## src/rtl/rv32_alu_addsub_pipe.sv

```systemverilog
// Pipelined RV32 add/sub unit: stage 1 decodes alu_opsel and computes result and flags at XLEN+1 bits.
// STAGES elastic registers with valid/ready, sideband tag and synchronous flush.
module rv32_alu_addsub_pipe #(
  parameter int XLEN   = 32,
  parameter int STAGES = 2,
  parameter int TAG_W  = 5
) (
  input  logic             clk,
  input  logic             rst,
  input  logic             flush,
  input  logic             in_valid,
  output logic             in_ready,
  input  logic [3:0]       alu_opsel,
  input  logic [XLEN-1:0]  opA,
  input  logic [XLEN-1:0]  opB,
  input  logic [TAG_W-1:0] in_tag,
  output logic             out_valid,
  input  logic             out_ready,
  output logic [XLEN-1:0]  result,
  output logic [TAG_W-1:0] out_tag,
  output logic             flag_z,
  output logic             flag_n,
  output logic             flag_c,
  output logic             flag_v,
  output logic             unsup
);

  localparam int MSB = XLEN - 1;

  typedef struct packed {
    logic [XLEN-1:0]  res;
    logic             z;
    logic             n;
    logic             c;
    logic             v;
    logic             unsup;
    logic [TAG_W-1:0] tag;
  } pld_t;

  function automatic pld_t addsub_calc(input logic [3:0]       sel,
                                       input logic [XLEN-1:0]  a,
                                       input logic [XLEN-1:0]  b,
                                       input logic [TAG_W-1:0] tag);
    pld_t            p;
    logic [XLEN:0]   w;
    logic            is_add;
    logic            is_sub;
    is_add = (sel == 4'd0) || (sel == 4'd7) || (sel == 4'd15);
    is_sub = (sel == 4'd1) || (sel == 4'd8);
    p      = '0;
    p.tag  = tag;
    // Bit XLEN is the carry for add and the unsigned borrow for sub.
    w = is_sub ? ({1'b0, a} - {1'b0, b}) : ({1'b0, a} + {1'b0, b});
    if (is_add || is_sub) begin
      p.res = w[XLEN-1:0];
      p.c   = w[XLEN];
      p.z   = (w[XLEN-1:0] == '0);
      p.n   = w[MSB];
      p.v   = (is_add ? (a[MSB] == b[MSB]) : (a[MSB] != b[MSB])) && (w[MSB] != a[MSB]);
    end else begin
      p.unsup = 1'b1;
    end
    return p;
  endfunction

  logic [STAGES-1:0] r_vld_p;
  pld_t              r_pld_p [STAGES];
  logic [STAGES-1:0] w_adv;
  logic [STAGES-1:0] w_vld_in;
  pld_t              w_pld_in [STAGES];
  pld_t              w_calc;
  logic              w_acc;

  // A stage advances unless it and every stage after it are full while the consumer stalls.
  always_comb begin : adv_logic
    logic w_full;
    w_adv = '0;
    for (int k = 0; k < STAGES; k++) begin
      w_full = 1'b1;
      for (int j = k; j < STAGES; j++) w_full = w_full & r_vld_p[j];
      w_adv[k] = !w_full || out_ready;
    end
  end

  assign in_ready = w_adv[0] & ~flush & ~rst;
  assign w_acc    = in_valid & in_ready;
  assign w_calc   = addsub_calc(alu_opsel, opA, opB, in_tag);

  always_comb begin
    w_vld_in    = '0;
    w_vld_in[0] = w_acc;
    w_pld_in[0] = w_calc;
    for (int k = 1; k < STAGES; k++) begin
      w_vld_in[k] = r_vld_p[k-1];
      w_pld_in[k] = r_pld_p[k-1];
    end
  end

  // Stage boundary: every pipeline register, input side at index 0.
  always_ff @(posedge clk) begin
    if (rst) begin
      r_vld_p <= '0;
      for (int k = 0; k < STAGES; k++) r_pld_p[k] <= '0;
    end else begin
      for (int k = 0; k < STAGES; k++) begin
        if (flush)         r_vld_p[k] <= 1'b0;
        else if (w_adv[k]) r_vld_p[k] <= w_vld_in[k];
        if (w_adv[k])      r_pld_p[k] <= w_pld_in[k];
      end
    end
  end

  assign out_valid = r_vld_p[STAGES-1];
  assign result    = r_pld_p[STAGES-1].res;
  assign out_tag   = r_pld_p[STAGES-1].tag;
  assign flag_z    = r_pld_p[STAGES-1].z;
  assign flag_n    = r_pld_p[STAGES-1].n;
  assign flag_c    = r_pld_p[STAGES-1].c;
  assign flag_v    = r_pld_p[STAGES-1].v;
  assign unsup     = r_pld_p[STAGES-1].unsup;

endmodule
```

## config.mk

```make
export PLATFORM = sky130hd
export DESIGN_NAME = rv32_alu_addsub_pipe
export DESIGN_NICKNAME = d
export VERILOG_FILES = /design/src/rtl/rv32_alu_addsub_pipe.sv
export SDC_FILE = /design/constraint.sdc
export NUM_CORES = 1
export LEC_CHECK = 0
export BUFFER_PORTS_ARGS = -buffer_cell sky130_fd_sc_hd__buf_2
export CORE_UTILIZATION = 27
export DETAILED_ROUTE_END_ITERATION = 12
export SLEW_MARGIN = 10
export SYNTH_ARGS = -nofsm -noshare
export SYNTH_HDL_FRONTEND = slang
export SYNTH_SLANG_ARGS = --single-unit
```

## constraint.sdc

```tcl
create_clock -name clk -period 5.85 [get_ports clk]
set_input_delay 0.8775 -clock clk [delete_from_list [all_inputs] [get_ports clk]]
set_output_delay 0.8775 -clock clk [all_outputs]
set_load 0.1 [all_outputs]
```

==> results of run 1 <==
-- kinds of logic (layout without fill, tap and decap cells) --
logic type / after synthesis / after routing
simple gates: 224 / 224
compound gates: 135 / 135
flops: 84 / 84
buf+inv: 69 / 154
xor+xnor: 58 / 58
fa+ha+maj: 34 / 34
-- synthesized netlist by cell type, drive strengths merged, types with 13 or more instances --
library cell / count
edfxtp: 82
buf: 38
nand2: 47
ha: 33
nand3: 15
and2: 48
inv: 13
xnor2: 27
clkbuf: 18
a21oi: 43
o21ai: 41
xor2: 31
nor2: 50
-- per-stage QoR --
stage | hold slack (ns) | power, mW | cells
2_1_floorplan | 0.4967 | 1.153 | 604
3_3_place_gp | 0.4990 | 1.271 | 949
5_1_grt | 0.5290 | 1.956 | 964
3_5_place_dp | 0.5059 | 1.271 | 949
4_1_cts | 0.5205 | 1.872 | 964
6_report | 0.5173 | 1.851 | 964
-- power groups by stage --
| stage | clock network (mW) | registers [mW] | logic [mW] |
|---|---|---|---|
| 4_1_cts | 0.612 | 0.702 | 0.558 |
| 3_3_place_gp | 0 | 0.715 | 0.556 |
| 5_1_grt | 0.640 | 0.704 | 0.612 |
| 6_report | 0.595 | 0.701 | 0.554 |
| 2_1_floorplan | 0 | 0.722 | 0.431 |
| 3_5_place_dp | 0 | 0.715 | 0.556 |
-- registers in the layout (all words and copies together), names as in the netlist --
| signal | cells |
|---|---|
| r_pld_p | 82 |
| r_vld_p | 2 |
-- worst register-to-register path: stages, from the launching register on --
cell and delay (ns):
dfxtp_1 0.30, nor2b_1 0.19, a21oi_2 0.19, nand2_1 0.08, buf_4 0.24, a2111oi_0 0.29
and4_1 0.25, nand4_1 0.15, nor4b_2 0.28, nand4b_1 0.10, and4bb_1 0.25
-- final cells by class --
type / count / area (um2) / area share (%)
sequential: 84 / 2502 / 36.79
inverter: 13 / 48.80 / 0.7174
tap: 275 / 344.1 / 5.059
multi-input combinational: 451 / 2950 / 43.38
clock inverter: 6 / 87.58 / 1.288
timing repair buffer: 126 / 643.1 / 9.455
clock buffer: 9 / 225.2 / 3.311
-- routing by layer --
| metal | up-vias | routed length (um) |
|---|---|---|
| li1 | 2302 | - |
| met1 | 1974 | 6662 |
| met2 | 103 | 5900 |
| met3 | 12 | 721 |
| met4 | 0 | 208 |
| met5 | - | 0 |
-- final timing paths --
path                 start             end  slack (ns)
max                 opB[0]   r_pld_p[0][9]        1.02
min          r_pld_p[0][2]  r_pld_p[0][44]        0.52
max reg2reg     r_vld_p[1]   r_pld_p[0][9]        3.38
min reg2reg  r_pld_p[0][2]  r_pld_p[0][44]        0.52
-- cell usage in the layout, fill, tap and decap left out, types with 3 or more instances in the layout --
cell	instances
a211oi_1	5
a21o_1	6
a21oi_1	40
a21oi_2	3
a31o_2	4
a31oi_1	7
and2_1	48
and3_1	5
buf_2	121
buf_4	5
clkbuf_16	9
edfxtp_1	82
ha_1	33
inv_1	13
nand2_1	47
nand2b_1	7
nand3_1	15
nand4_1	5
nand4b_1	3
nor2_1	50
nor2b_1	5
nor3_1	12
nor4_1	3
o2111ai_1	3
o21a_1	4
o21ai_0	32
o21ai_1	8
o31ai_1	5
or3_1	10
xnor2_1	27
xor2_1	31
==> metrics.md, run 1 <==
| Metric | Value |
|---|---|
| Post-synthesis simple-gate area fraction | 20.06% |
| Hold Buf Count CTS | 0 |
| Clock buffer depth | 2 |
| Largest stage delay on the critical path | 0.50 ns |
| Met2 usage | 18.86% |
| HP Class | flip-flop to flip-flop |
| Met1 usage | 16.84% |
| Slowest cell on crit path | or4_1 |
| Synth area leaders | edfxtp_1 42%, ha_1 7.1%, and2_1 5.1% |
| Die height | 149.1 um |
| Asr flop ratio synth | 0% |
| Worst hold path depth | 1 |
| Compound-cell area share of the yosys netlist | 14.21% |
| First-pass GRT wire length | 21450 um |
| WS Path Type | input port to flip-flop |
| Power per cell area | 272.2 nW/um2 |
| Share of cells above drive strength 1 | 22.50% |
| GRT Total Usage | 12.31% |
| Number of buffers and inverters on the critical path | 2 |
| Layout Utilization | 32.15% |
| DR DRC count | 0 |
| Largest family of logic cells by synthesized area | simple AND/OR/NAND/NOR gates |
| Mux contribution to synthesized area | 0% |
| Max FO, Critical Path | 5 |
| Ys flop type | edfxtp_1 |
| Sequential Power Share | 37.9% |
| Max frequency | 0.2070 GHz |
| Fin crit share | 82.58% |
| Final Max Slew Viols | 0 |
| Post-DR vias/cell | 4.555 |
| Final worst setup slack | 1.019 ns |
| Number of DRC violations after detailed-routing iteration 0 | 200 |
| Global route overflow | 0 |
| ANT nets after route | 0 |
| CTS H-tree lvls | 3 |
| Worst R2R Path Depth | 10 |
| Power share of the clock group | 32.2% |
| Port-buffer cells | 121 |
| Post-DP HPWL | 10850 um |
| CTS tree | yes |
| Filler cell count | 2197 |
| Delay-heaviest family, CP | simple AND/OR/NAND/NOR gates |
| Share of the synthesized area in the top cell type | 42.12% |
| Die Wd | 149.1 um |
| Synth Area in XOR/XNOR | 8.690% |
| Leading area contributor after synthesis | edfxtp_1 |
| Met3 Usage GRT | 2.813% |
| I/O pins | 122 |
| CP required | 6.05 ns |
| Starting density of the core | 27.63% |
| Final setup TNS | 0 ns |
| Final instance area | 6802 um2 |
| Slew headroom | 29.07% |
| Clk_skew | 0.004730 ns |
| Layout Nets | 797 |
| Sw frac | 32.22% |
| Final setup viols | 0 |
| Area growth, synth to finish | 16.35% |
| Clock root buffer | clkbuf_16 |
| Mapped cell area | 5846 um2 |
| Crit path capture type | flip-flop |
| Vias post-DR | 4391 |
| Detailed Routing Iterations Pass 1 | 4 |
| Mapped Avg Cell Area | 9.678 um2 |
| Outcome | finished, final reports clean |
| Routed WL | 13490 um |
| Critical path cell sequence | buf_2 > inv_1 > ha_1 > nand2_1 > or4_1 > nor3_1 > nand2_1 > o21ai_0 > xor2_1 > ha_1 > a21o_1 > a31o_2 > or3_1 > o21ai_1 > xor2_1 > a21boi_1 > nor4b_2 > nand4b_1 > and4bb_1 |
| Mapped Cells | 604 |
| Die area | 22240 um2 |
| Psw | 596.4 uW |
| Synthesis-stage register bit count | 84 |
| Cell Area, Placed | 6489 um2 |
| P_leak | 2.995 nW |
| Post-CTS Setup Inserts | 0 |
| Ys Warns | 0 |
| Pre-CTS setup slack | 0.6509 ns |
| Register area share after synthesis | 42.81% |
| Routability cong. | 0.8341 |
| Final Hold Viols | 0 |
| Worst Path Arrival | 5.03 ns |
| Post-Synth Adder-Cell Area | 7.406% |
| Synth cell types | 59 |
| Cell internal pwr | 1.255 mW |
| Vias in the first global route | 4290 |
| Gr busiest metal | met2 |
| Core Area | 21150 um2 |
| Pin count of the biggest net entering global routing | 48 |
| Total CTS buffers | 9 |
| CTS clk-pin slew, worst paths | 0.06 ns |
| CP startpoint kind | input port |
| Routed wire per std cell | 14.00 um |
| ANT cells | 0 |
| Worst slew pin tran | 1.064 ns |
| PostCTS Resize Cnt | 0 |
| FP Rows | 53 |
| Max-cap violations | 0 |
| Insertion delay to the later sink of the worst-skew pair | 0.32 ns |
| Total clock sinks | 84 |
| Final worst path period need | 4.831 ns |
| CP Depth | 19 |
| IR drop worst, VDD | 0.0001138 V |
| Initial antenna violation count | 0 |
| RSZ-0062 raised after global routing | false |
| Net Count, Synth | 716 |
| Power share of the combinational group | 29.9% |
| Number of synthesized flops with an enable pin | 82 |
No activity file was read; power rests on OpenSTA's default activity.
==> run 2: changes to the inputs <==
--- a/config.mk
+++ b/config.mk
@@ -5,6 +5,7 @@
 export SDC_FILE = /design/constraint.sdc
 export NUM_CORES = 1
 export LEC_CHECK = 0
+export ABC_AREA = 1
 export BUFFER_PORTS_ARGS = -buffer_cell sky130_fd_sc_hd__buf_2
 export CORE_UTILIZATION = 27
 export DETAILED_ROUTE_END_ITERATION = 12
==> constraint.sdc (replaced) <==
create_clock -name clk -period 5 [get_ports clk]
set_input_delay 0.75 -clock clk [delete_from_list [all_inputs] [get_ports clk]]
set_output_delay 0.75 -clock clk [all_outputs]
set_load 0.1 [all_outputs]
==> run 2 against run 1 <==
Clock power rose by 19%. Global-route usage up 0.78 points. Power is 24% higher. Sequential power increased by 17%. Critical path depth up 4. Die area increased by 19%. First-iteration DRC count rose by 30%. Sequential cell count unchanged. Critical path type unchanged. Critical endpoint unchanged.
==> metrics.md, run 2 <==
| Metric | Value |
|---|---|
| Outcome | finished, final reports clean |
| Post-Synth Adder-Cell Area | 6.221% |
| Worst R2R Path Depth | 14 |
| Mapped Cells | 966 |
| Net Count, Synth | 1078 |
| Top reg by flops | r_pld_p |
| Area growth, synth to finish | 15.35% |
| Delay-heaviest family, CP | simple AND/OR/NAND/NOR gates |
| Clock root buffer | clkbuf_16 |
| Starting density of the core | 27.56% |
| Die Wd | 162.5 um |
| RSZ-0062 raised after global routing | false |
| Power share of the clock group | 30.9% |
| Reg2Reg Launch Point | r_vld_p[1] |
| Most common cell in the netlist | nand2_1 |
| CP startpoint kind | input port |
| HP Class | flip-flop to flip-flop |
| Global route overflow | 0 |
| Number of buffers and inverters on the critical path | 2 |
| Post-DP HPWL | 14420 um |
| Die height | 162.5 um |
| Crit path capture | r_pld_p[0][9] |
| Share of the synthesized area in the top cell type | 35.38% |
| Die area | 26420 um2 |
| Tot Pwr | 2.288 mW |
| IR drop worst, VDD | 0.0001836 V |
| R2r setup slk | 2.96 ns |
| Post-DR vias/cell | 4.120 |
| Max-cap violations | 0 |
| Mux contribution to synthesized area | 0% |
| Final setup viols | 0 |
| Max frequency | 0.2745 GHz |
| Leading area contributor after synthesis | edfxtp_1 |
| Slowest cell on crit path | ha_1 |
| Slew headroom | 31.48% |
| Insertion delay to the later sink of the worst-skew pair | 0.33 ns |
| Fin crit share | 72.86% |
| Routed wire per std cell | 12.10 um |
| GRT Total Usage | 13.09% |
| Vias post-DR | 5731 |
| Sw frac | 35.35% |
| Final non-filler cell total | 1391 |
| Layout Nets | 1168 |
| Worst hold slack | 0.4670 ns |
| Most frequent cells in the layout | 231 x nand2_1, 179 x inv_1, 145 x nor2_1 |
| Register area share after synthesis | 35.96% |
| Filler cell count | 2784 |
| Crit path from | opB[0] |
| Final worst path period need | 3.643 ns |
| Final Max Slew Viols | 0 |
| Largest stage delay on the critical path | 0.36 ns |
| Top cells by count, synth | 231 x nand2_1, 179 x inv_1, 145 x nor2_1 |
| Routability cong. | 0.8351 |
| Number of synthesized flops with an enable pin | 82 |
| Share of cells above drive strength 1 | 20.83% |
| Post-CTS Setup Inserts | 0 |
| Commonest non-fill, non-tap cell in the layout | nand2_1 |
| Power share of the combinational group | 33.4% |
| Placed insts | 1375 |
| Total CTS buffers | 9 |
| Synth cell types | 42 |
| Largest registers | r_pld_p x82, r_vld_p x2 |
| Critical path cell sequence | buf_2 > inv_1 > ha_1 > nand2_2 > nor2_2 > nand2_2 > nor2_2 > nand2_2 > nor2_4 > nand3_4 > nor3_2 > nor2_1 > xnor2_1 > ha_1 > nand2_1 > nor2_1 > nand2_1 > or2_1 > nand3_1 > xor2_1 > nor2_1 > nand2_1 > nor2_1 |
| I/O pins | 122 |
| Most common cell on crit path | nor2_1 |
| Synth area leaders | edfxtp_1 35%, nand2_1 12%, inv_1 9.7% |
| DR DRC count | 0 |
| Routed WL | 16840 um |
| Crit path capture type | flip-flop |
| Largest family of logic cells by synthesized area | simple AND/OR/NAND/NOR gates |
| Post-synthesis simple-gate area fraction | 32.38% |
| P_leak | 4.115 nW |
| ANT nets after route | 0 |
| Port-buffer cells | 121 |
| Hold Buf Count CTS | 0 |
| Number of DRC violations after detailed-routing iteration 0 | 260 |
| CTS tree | yes |
| Layout Utilization | 31.79% |
| Synth Area in XOR/XNOR | 5.142% |
| Clock buffer depth | 2 |
| Final setup TNS | 0 ns |
| CP required | 5.09 ns |
| Psw | 808.9 uW |
| PostCTS Resize Cnt | 0 |
| Initial antenna violation count | 0 |
| CP Depth | 23 |
| CTS clk-pin slew, worst paths | 0.07 ns |
| Worst Path Arrival | 3.73 ns |
| Pin count of the biggest net entering global routing | 48 |
| CTS H-tree lvls | 3 |
| Mapped Avg Cell Area | 7.204 um2 |
| Detailed Routing Iterations Pass 1 | 4 |
| Synthesis-stage register bit count | 84 |
| Cell internal pwr | 1.479 mW |
| Vias in the first global route | 5543 |
| Clk_skew | 0.007210 ns |
| WS Path Type | input port to flip-flop |
| Sequential Power Share | 35.7% |
| Number of flip-flops under the largest register name | 82 |
| Max FO, Critical Path | 5 |
| Ys flop type | edfxtp_1 |
| FP Rows | 58 |
| First-pass GRT wire length | 27480 um |
| ANT cells | 0 |
| Worst slew pin tran | 1.028 ns |
| Core Area | 25250 um2 |
| Ys Warns | 0 |
| Reg2reg end | r_pld_p[0][9] |
| Total clock sinks | 84 |
| Compound-cell area share of the yosys netlist | 5.538% |
| Power per cell area | 285.1 nW/um2 |
| Mapped cell area | 6959 um2 |
| Final Hold Viols | 0 |
| Asr flop ratio synth | 0% |
-- run 2: changes by cell type after synthesis, sizes merged, moves of 8 or more --
cell | previous run | this run
o21ai | 41 | 14
xnor2 | 27 | 15
nand2b | 8 | 0
inv | 13 | 187
and2 | 48 | 2
or3 | 11 | 0
nor2 | 50 | 162
clkbuf | 18 | 8
nand2 | 47 | 260
nand3 | 15 | 45
-- run 2: cell families after synthesis --
family	count (synthesis)
compound gates	67
flops	84
xor+xnor	40
fa+ha+maj	34
buf+inv	236
simple gates	505
-- run 2: per-stage QoR --
stage | cell area, um2 | setup WS, ns
floorplan | 6959 | 1.483
global placement | 7702 | 0.9761
detailed placement | 7702 | 0.9817
CTS | 8028 | 1.327
global route | 8028 | 1.001
finish | 8028 | 1.357
-- run 2: final cells by class --
cell class	count	area [um2]	area share [%]
inverters	189	709.4	8.837
flip-flops and latches	84	2502	31.17
clock buffers	9	225.2	2.805
clock inverters	7	100.1	1.247
multi-input cells	646	3435	42.78
repair buffers	126	643.1	8.011
well taps	330	412.9	5.143
-- run 2: worst min path at each step --
stage	cells past startpoint	slack [ns]	start	endpoint
finish	2	0.47	r_vld_p[0]	r_vld_p[1]
global route	2	0.50	r_vld_p[0]	r_vld_p[1]
CTS	2	0.46	r_vld_p[0]	r_vld_p[1]
detailed placement	2	0.46	r_vld_p[0]	r_vld_p[1]
global placement	2	0.43	r_vld_p[0]	r_vld_p[1]
floorplan	2	0.43	r_vld_p[0]	r_vld_p[1]
-- run 2: power groups by stage --
stage	combinational, mW	clock (mW)	sequential (mW)
detailed placement	0.768	0	0.834
global route	0.863	0.752	0.821
finish	0.765	0.706	0.817
global placement	0.763	0	0.833
CTS	0.771	0.724	0.818
floorplan	0.588	0	0.842
-- run 2: tightest hold or removal path, delay by kind of cell, from the launching register on --
| family | cells | cell delay, ns |
|---|---|---|
| flops | 1 | 0.30 |
| compound gates | 1 | 0.07 |
| buf+inv | 1 | 0.06 |
-- run 2: per-layer routing --
metal  track usage, %  share of wire (%)  up-vias
li1                 -                  -     3145
met1            17.53                 49     2487
met2            21.56                 46       88
met3            1.986                4.1       11
met4            4.121                1.7        0
met5                0                  0        -
==> run 3: changes to the inputs <==
==> constraint.sdc (replaced) <==
create_clock -name clk -period 3.3 [get_ports clk]
set_input_delay 0.495 -clock clk [delete_from_list [all_inputs] [get_ports clk]]
set_output_delay 0.495 -clock clk [all_outputs]
set_load 0.1 [all_outputs]
==> run 3 against run 2 <==
Sequential power up 52%. Global-route usage up 0.51 points. Worst hold slack worse by 0.080 ns. Non-clock buffer count up 133. Clock power up 50%. Count of clock-buffer cells in the layout up 1. Worst setup slack worse by 1.3 ns. Power up 69%. Combinational power up 110%. Sequential cell count unchanged. Cell count up 9.6%. Critical path depth down 1. Largest power group is now combinational logic. Highest routed layer unchanged.
==> metrics.md, run 3 (synthesized netlist as in run 2, its figures left out) <==
| Metric | Value |
|---|---|
| Outcome | finished, final reports clean |
| Routed wire per std cell | 11.70 um |
| Final Hold Viols | 0 |
| Final setup TNS | 0 ns |
| Vias in the first global route | 5954 |
| Worst slew pin tran | 0.5285 ns |
| Initial antenna violation count | 0 |
| Max-cap violations | 0 |
| Filler cell count | 2700 |
| Clock root buffer | clkbuf_16 |
| Post-DR vias/cell | 4.074 |
| Max FO, Critical Path | 4 |
| Hold wc startpoint | in_valid |
| Max frequency | 0.3105 GHz |
| Starting density of the core | 27.56% |
| GRT Total Usage | 13.60% |
| WS Path Type | input port to flip-flop |
| Share of cells above drive strength 1 | 34.34% |
| CTS clk-pin slew, worst paths | 0.06 ns |
| Global route overflow | 0 |
| Power per cell area | 413.6 nW/um2 |
| Total clock sinks | 84 |
| Most frequent cells in the layout | 213 x nand2_1, 175 x inv_1, 136 x buf_4 |
| Number of DRC violations after detailed-routing iteration 0 | 232 |
| Worst Path Arrival | 3.31 ns |
| Final Max Slew Viols | 0 |
| HP Class | input port to flip-flop |
| CP required | 3.39 ns |
| IR drop worst, VDD | 0.0002254 V |
| Reg2Reg Launch Point | r_vld_p[1] |
| I/O pins | 122 |
| RSZ-0062 raised after global routing | true |
| P_leak | 4.868 nW |
| Vias post-DR | 6209 |
| Multi-input logic area | 3726 um2 |
| R2r setup slk | 1.51 ns |
| Final worst path period need | 3.220 ns |
| Die height | 162.5 um |
| Reg2reg end | r_pld_p[0][9] |
| Placed insts | 1498 |
| DR DRC count | 0 |
| Layout Nets | 1301 |
| Slew headroom | 64.76% |
| Final setup viols | 0 |
| ANT cells | 0 |
| Largest registers | r_pld_p x82, r_vld_p x2 |
| Post-DP HPWL | 15220 um |
| Hold worst-path end | r_vld_p[0] |
| Clk_skew | 0.003993 ns |
| Die area | 26420 um2 |
| First-pass GRT wire length | 28530 um |
| Total CTS buffers | 9 |
| Detailed Routing Iterations Pass 1 | 4 |
| Hold Buf Count CTS | 0 |
| CP startpoint kind | input port |
| CTS tree | yes |
| Number of flip-flops under the largest register name | 82 |
| Crit path capture type | flip-flop |
| Layout Utilization | 37.06% |
| Final non-filler cell total | 1524 |
| Die Wd | 162.5 um |
| CTS H-tree lvls | 3 |
| FP Rows | 58 |
| Pin count of the biggest net entering global routing | 48 |
| Routability cong. | 0.8411 |
| Clock buffer depth | 2 |
| ANT nets after route | 0 |
| Commonest non-fill, non-tap cell in the layout | nand2_1 |
| Port-buffer cells | 121 |
| Insertion delay to the later sink of the worst-skew pair | 0.33 ns |
| Fin crit share | 97.58% |
| Worst hold path depth | 3 |
| Seq. cell area | 2502 um2 |
| Routed WL | 17830 um |
| Top reg by flops | r_pld_p |
| Core Area | 25250 um2 |
| Worst R2R Path Depth | 13 |
| Area growth, synth to finish | 34.48% |
## run 3: cell types whose count changed in the layout (fill, tap and decap cells not counted), sizes merged
cell    change
inv         -1
buf       +133
clkbuf      +1
## run 3: per-stage QoR
step                hold WS [ns]  power (mW)  setup WS [ns]  instance area, um2
floorplan                 0.4317       2.167        0.03840                6959
global placement          0.4389       2.735        -0.4176                8638
detailed placement        0.4546       2.744        -0.4245                8638
CTS                       0.3781       3.820        0.02396                8995
global route              0.4096       4.114        -0.1055                9359
finish                    0.3875       3.871        0.07981                9359
## run 3: worst max-delay path: stages
cell and delay [ns]:
buf_6 0.10, or2_4 0.25, nor2_4 0.11, nand2_2 0.08, o41ai_4 0.38, o21ai_1 0.13, xnor2_1 0.16, ha_2 0.40
nand2_2 0.07, inv_2 0.08, nand2_4 0.07, nor3_4 0.23, nand3_2 0.14, nand3_2 0.13, buf_4 0.12, nand2_4 0.05
nand2_2 0.07, nor2_2 0.04, nand2_1 0.06, nor2_2 0.03, nand2_1 0.06, nor2_1 0.04
## run 3: report_power, final
| part | switching (mW) | internal (mW) | total [mW] |
|---|---|---|---|
| clock network | 0.380 | 0.681 | 1.06 |
| logic | 0.927 | 0.643 | 1.57 |
| registers | 0.0144 | 1.22 | 1.24 |
## run 3: worst max path at each step
| stage | startpoint | to | slack (ns) | depth (start not counted) |
|---|---|---|---|---|
| 2_1_floorplan | r_vld_p[1] | in_ready | 0.04 | 7 |
| 3_3_place_gp | opB[4] | r_pld_p[0][6] | -0.42 | 21 |
| 3_5_place_dp | opB[4] | r_pld_p[0][6] | -0.42 | 21 |
| 4_1_cts | opB[0] | r_pld_p[0][9] | 0.02 | 26 |
| 5_1_grt | opB[3] | r_pld_p[0][9] | -0.11 | 22 |
| 6_report | opB[3] | r_pld_p[0][9] | 0.08 | 22 |
## run 3: timing repair
item                       4_1_cts  5_1_grt
setup buffers                    0       10
resized for setup                4       81
pin swaps                        1       40
setup endpoints to repair        2       12
## run 3: metal layers
layer | global-route usage, % | vias to the layer above | share of wire [%]
met2 | 23.00 | 105 | 47
met5 | 0 | - | 0
met1 | 18.27 | 2678 | 48
met4 | 3.738 | 0 | 1.1
met3 | 1.528 | 10 | 3.4
li1 | - | 3416 | -
## run 3: final cells by class
type	instances	share of cell area [%]
Sequential cell	84	26.74
Inverter	189	7.634
Timing Repair Buffer	259	17.91
Clock buffer	10	2.553
Clock inverter	6	0.9358
Multi-Input combinational cell	646	39.81
Tap cell	330	4.412
